## src/rtl/imem_loader.sv

```systemverilog
// Streams valid/ready instruction words into consecutive instruction-memory locations.
// Optional XOR checksum of loaded words is enabled with `define LOADER_CHECKSUM_EN.
module imem_loader #(
    parameter int DEPTH  = 32,
    parameter int ADDR_W = 5,
    parameter int DATA_W = 32
) (
    input  logic              clk,
    input  logic              rst_n,
    input  logic              start,
    input  logic [ADDR_W-1:0] base_addr,
    input  logic [ADDR_W:0]   word_count,
    input  logic              in_valid,
    input  logic [DATA_W-1:0] in_data,
    output logic              in_ready,
    output logic              mem_we,
    output logic [31:0]       mem_addr,
    output logic [DATA_W-1:0] mem_wdata,
    output logic              busy,
    output logic              done,
`ifdef LOADER_CHECKSUM_EN
    output logic              err,
    output logic [DATA_W-1:0] checksum
`else
    output logic              err
`endif
);

    typedef enum logic {
        IDLE = 1'b0,
        LOAD = 1'b1
    } state_t;

    localparam logic [ADDR_W+1:0] DEPTH_W = (ADDR_W+2)'(DEPTH);

    state_t              state_q, state_d;
    logic [ADDR_W-1:0]   ptr_q, ptr_d;
    logic [ADDR_W:0]     remaining_q, remaining_d;
    logic                mem_we_q, mem_we_d;
    logic [ADDR_W-1:0]   mem_addr_q, mem_addr_d;
    logic [DATA_W-1:0]   mem_wdata_q, mem_wdata_d;
    logic                done_q, done_d;
    logic                err_q, err_d;
    logic [ADDR_W+1:0]   end_sum;
`ifdef LOADER_CHECKSUM_EN
    logic [DATA_W-1:0]   checksum_q, checksum_d;
`endif

    // Range check is done one bit wider than the sum can reach so it never wraps.
    assign end_sum = {2'b00, base_addr} + {1'b0, word_count};

    always_comb begin
        state_d     = state_q;
        ptr_d       = ptr_q;
        remaining_d = remaining_q;
        mem_we_d    = 1'b0;
        mem_addr_d  = mem_addr_q;
        mem_wdata_d = mem_wdata_q;
        done_d      = 1'b0;
        err_d       = 1'b0;
`ifdef LOADER_CHECKSUM_EN
        checksum_d  = checksum_q;
`endif
        case (state_q)
            IDLE: begin
                if (start) begin
                    if (word_count == '0) begin
                        done_d = 1'b1;
`ifdef LOADER_CHECKSUM_EN
                        checksum_d = '0;
`endif
                    end else if (end_sum > DEPTH_W) begin
                        err_d = 1'b1;
                    end else begin
                        state_d     = LOAD;
                        ptr_d       = base_addr;
                        remaining_d = word_count;
`ifdef LOADER_CHECKSUM_EN
                        checksum_d  = '0;
`endif
                    end
                end
            end
            LOAD: begin
                if (in_valid) begin
                    mem_we_d    = 1'b1;
                    mem_addr_d  = ptr_q;
                    mem_wdata_d = in_data;
                    ptr_d       = ptr_q + ADDR_W'(1);
                    remaining_d = remaining_q - (ADDR_W+1)'(1);
`ifdef LOADER_CHECKSUM_EN
                    checksum_d  = checksum_q ^ in_data;
`endif
                    // Last word: done lines up with the cycle that shows its write.
                    if (remaining_q == (ADDR_W+1)'(1)) begin
                        done_d  = 1'b1;
                        state_d = IDLE;
                    end
                end
            end
            default: state_d = IDLE;
        endcase
    end

    always_ff @(posedge clk or negedge rst_n) begin
        if (!rst_n) begin
            state_q     <= IDLE;
            ptr_q       <= '0;
            remaining_q <= '0;
            mem_we_q    <= 1'b0;
            mem_addr_q  <= '0;
            mem_wdata_q <= '0;
            done_q      <= 1'b0;
            err_q       <= 1'b0;
`ifdef LOADER_CHECKSUM_EN
            checksum_q  <= '0;
`endif
        end else begin
            state_q     <= state_d;
            ptr_q       <= ptr_d;
            remaining_q <= remaining_d;
            mem_we_q    <= mem_we_d;
            mem_addr_q  <= mem_addr_d;
            mem_wdata_q <= mem_wdata_d;
            done_q      <= done_d;
            err_q       <= err_d;
`ifdef LOADER_CHECKSUM_EN
            checksum_q  <= checksum_d;
`endif
        end
    end

    assign in_ready  = (state_q == LOAD);
    assign busy      = (state_q == LOAD);
    assign mem_we    = mem_we_q;
    assign mem_addr  = {{(32-ADDR_W){1'b0}}, mem_addr_q};
    assign mem_wdata = mem_wdata_q;
    assign done      = done_q;
    assign err       = err_q;
`ifdef LOADER_CHECKSUM_EN
    assign checksum  = checksum_q;
`endif

endmodule

```

## config.mk

```make
export PLATFORM = sky130hd
export DESIGN_NAME = imem_loader
export DESIGN_NICKNAME = d
export VERILOG_FILES = /design/src/rtl/imem_loader.sv
export SDC_FILE = /design/constraint.sdc
export NUM_CORES = 1
export LEC_CHECK = 0
export CORE_ASPECT_RATIO = 1.1
export CORE_UTILIZATION = 40
export CTS_CLUSTER_DIAMETER = 40
export DETAILED_ROUTE_END_ITERATION = 8
export GPL_ROUTABILITY_DRIVEN = 0
export PLACE_DENSITY = 0.77
export SYNTH_ARGS = -nofsm -noshare
export SYNTH_HDL_FRONTEND = slang
export SYNTH_SLANG_ARGS = --single-unit
```

## constraint.sdc

```tcl
create_clock -name clk -period 5.01 [get_ports clk]
set_input_delay 0.501 -clock clk [delete_from_list [all_inputs] [get_ports clk]]
set_output_delay 0.501 -clock clk [all_outputs]
set_load 0.05 [all_outputs]
```

==> metrics.cfg <==
[clock_tree]
cts_htree_levels = 2
cts_tree = built
cts_buffers = 5
ctsHoldBuffers = 0
cts_root_buffer = clkbuf_8
worstSkewPairLatency_ns = 0.30
clock_sinks = 52
clk_pin_slew_ns = 0.09
cts_resized = 0
clock_path_buffers = 2
post_cts_buffers = 0

[routing]
post_drt_wl_per_cell_um = 13.0
drc = 0
viasPerCell = 4.70
routed_wl_um = 5050
first_pass_iters = 4
vias = 1827
ant_nets = 0
drtIter0Drc = 53

[grt]
grt_pass1_vias = 1752
grt_pass1_wl_um = 8110
grt_max_degree = 53
grt_util_all_layers_pct = 15.2
antenna_found_initial = 0
overflow = 0

[flow_run]
drv_cap = 0

[critical_path]
cp_cell_sequence = clkdlybuf4s50_1 -> ha_1 -> inv_1 -> fa_1 -> nand2b_1 -> o2bb2ai_2 -> xnor2_1 -> o32ai_2 -> nand2_4 -> mux2_2
critPathRequiredTime_ns = 5.19
crit_fanout = 10
cp-end-kind = flip-flop
startpoint_type = input port
slowest_delay_ns = 0.51
cp_slowest_cell = clkdlybuf4s50_1
rr_worst_depth = 4
crit_arrival_ns = 3.02
path_class = input port to flip-flop

[timing]
max_freq_ghz = 0.353
worstMarginPinSlew_ns = 0.926
setup_viol = 0
hold_violations = 0
period_share_pct = 56.5
period_needed_ns = 2.83
fin_tns_setup_ns = 0
drv_slew = 0
layout_setup_ws_ns = 2.18
rsz0062_at_grt = false
fin_skew_ns = 0.00523
maxSlewHeadroom_pct = 38.0

[floorplan]
die_y_um = 87.2
initial_core_util_pct = 42.2
row_count = 30
fp.dieW_um = 79.5
coreArea_um2 = 6270
boundaryPins = 116
dieArea_um2 = 6940

[min_path]
hp-class = input port to asynchronous set/reset pin

[pwr]
switching_share_pct = 46.2
p_clk_share_pct = 11.9
sequentialPowerShare_pct = 29.9
vdd_ir_drop_max_uv = 342
p_sw_mw = 1.19
power_density_nw_per_um2 = 710
finalPower_mw = 2.57
power_frac_comb_pct = 58.3
p_leak_nw = 1.59
p_int_mw = 1.38

[layout]
utilization_pct = 57.7
antenna_cells = 0
area_delta_synth_final_pct = 36.9
final_nets = 364
post_route_cells_drive_above_1_share_pct = 19.1
instances_no_fill = 389

[logic_synthesis]
avgSynthCellArea_um2 = 12.0
async_flop_share_pct = 100
synth.top_cell.area_share_pct = 49.2
synth-seq-cells = 52
synth_area_leaders = dfrtp_1 (49%), mux2_2 (18%), buf_4 (8.0%)
ys_types = 34
ys_seq_area_share_pct = 49.2
yosysTopAreaCell = dfrtp_1
synth_ff_type = dfrtp_1
synth_edf_count = 0
synthesis.area_um2 = 2640
synth_warnings = 0
syn_inst = 220

[place]
pre_cts_ws_ns = 1.88
dp_hpwl_um = 3790
port_buffers = 88
dp.cells = 381

[run_status]
status = complete, no violations

[power by group through the flow]
stage               Sequential [mW]  Combinational (mW)  Clock (mW)
floorplan                      1.31               0.519           0
global placement              0.771                1.49           0
detailed placement            0.779                1.51           0
global route                  0.799                1.58       0.332
finish                        0.767                1.50       0.304
CTS                           0.770                1.51       0.315
[final timing paths]
| path | start | end | slack (ns) |
|---|---|---|---|
| setup / recovery | word_count[0] | remaining_q[3]$_DFFE_PN0P_ | 2.18 |
| hold / removal | rst_n | mem_wdata[16]$_DFFE_PN0P_ | 0.29 |
| setup reg to reg | busy$_DFF_PN0_ | remaining_q[3]$_DFFE_PN0P_ | 2.27 |
| hold reg to reg | mem_addr_q[0]$_DFFE_PN0P_ | mem_addr_q[0]$_DFFE_PN0P_ | 0.50 |
| max in group asynchronous | rst_n | ptr_q[1]$_DFFE_PN0P_ | 4.27 |
| min in group clk | mem_addr_q[0]$_DFFE_PN0P_ | mem_addr_q[0]$_DFFE_PN0P_ | 0.50 |
[routing by layer]
layer / vias up / GRT usage [%] / wire, um
li1: 874 / - / -
met1: 871 / 19.1 / 2260
met2: 74 / 25.6 / 2450
met3: 8 / 2.41 / 261
met4: 0 / 7.11 / 76
met5: - / 0 / 0
[cells in the mapped netlist, types with 2 or more instances]
cell type and count:
buf_2 2, o21ai_0 5, buf_1 2, buf_4 28, mux2i_1 6, inv_1 8, nand3_1 6, xor2_1 5
a21o_1 2, a21oi_1 10, clkbuf_1 2, dfrtp_1 52, mux2_2 43, nand2_1 8, nor2_1 10, ha_1 8
nor3_1 2, xnor2_1 5
[area by class of cell]
| cell class | instances | area [um2] |
|---|---|---|
| Multi-Input combinational cell | 151 | 1170 |
| Inverter | 9 | 33.8 |
| Fill cell | 521 | 2650 |
| Clock inverter | 1 | 30.0 |
| Tap cell | 80 | 100 |
| Sequential cell | 52 | 1300 |
| Timing Repair Buffer | 89 | 883 |
| Clock buffer | 7 | 96.3 |
[placed cells by master (no fill, tap or decap), types with 2 or more instances in the layout]
cell | Yosys | layout
clkdlybuf4s50_1 | 0 | 87
dfrtp_1 | 52 | 52
mux2_2 | 43 | 43
conb_1 | 1 | 27
nor2_1 | 10 | 10
a21oi_1 | 10 | 10
inv_1 | 8 | 8
ha_1 | 8 | 8
nand2_1 | 8 | 7
clkbuf_8 | 0 | 7
nand3_1 | 6 | 6
mux2i_1 | 6 | 6
o21ai_0 | 5 | 5
xnor2_1 | 5 | 5
xor2_1 | 5 | 5
nor3_1 | 2 | 2
a21o_1 | 2 | 2
[critical path: cells and delay by family]
| family | cells | cell delay [ns] |
|---|---|---|
| adder cells (fa/ha/maj) | 2 | 0.55 |
| AO/OA/AOI/OAI | 2 | 0.57 |
| buffers and inverters | 2 | 0.57 |
| AND/OR/NAND/NOR | 2 | 0.36 |
| XOR/XNOR | 1 | 0.13 |
| multiplexers | 1 | 0.32 |
[per-stage QoR]
stage	hold slack, ns	cell area, um2
2_1_floorplan	0.205	2740
3_3_place_gp	0.465	3490
3_5_place_dp	0.475	3490
4_1_cts	0.324	3620
5_1_grt	0.348	3620
6_report	0.295	3620
[logic make-up after synthesis]
family	Yosys count	synth area share, %
xor gates and xnor gates	10	3.31
AOI/OAI and AO/OA	23	5.87
DFF	52	49.2
other	1	0.142
muxes	49	20.6
buffers and inverters	43	10.2
adders and majority gates	9	4.55
and+or+nand+nor	33	6.11
[sequential cells by signal, indices dropped and copies added, names as in the netlist]
signal and flops:
mem_we 1, err 1, remaining_q 6, done 1
busy 1, mem_wdata 32, mem_addr_q 5, ptr_q 5
(Power assumes the default switching activity.)
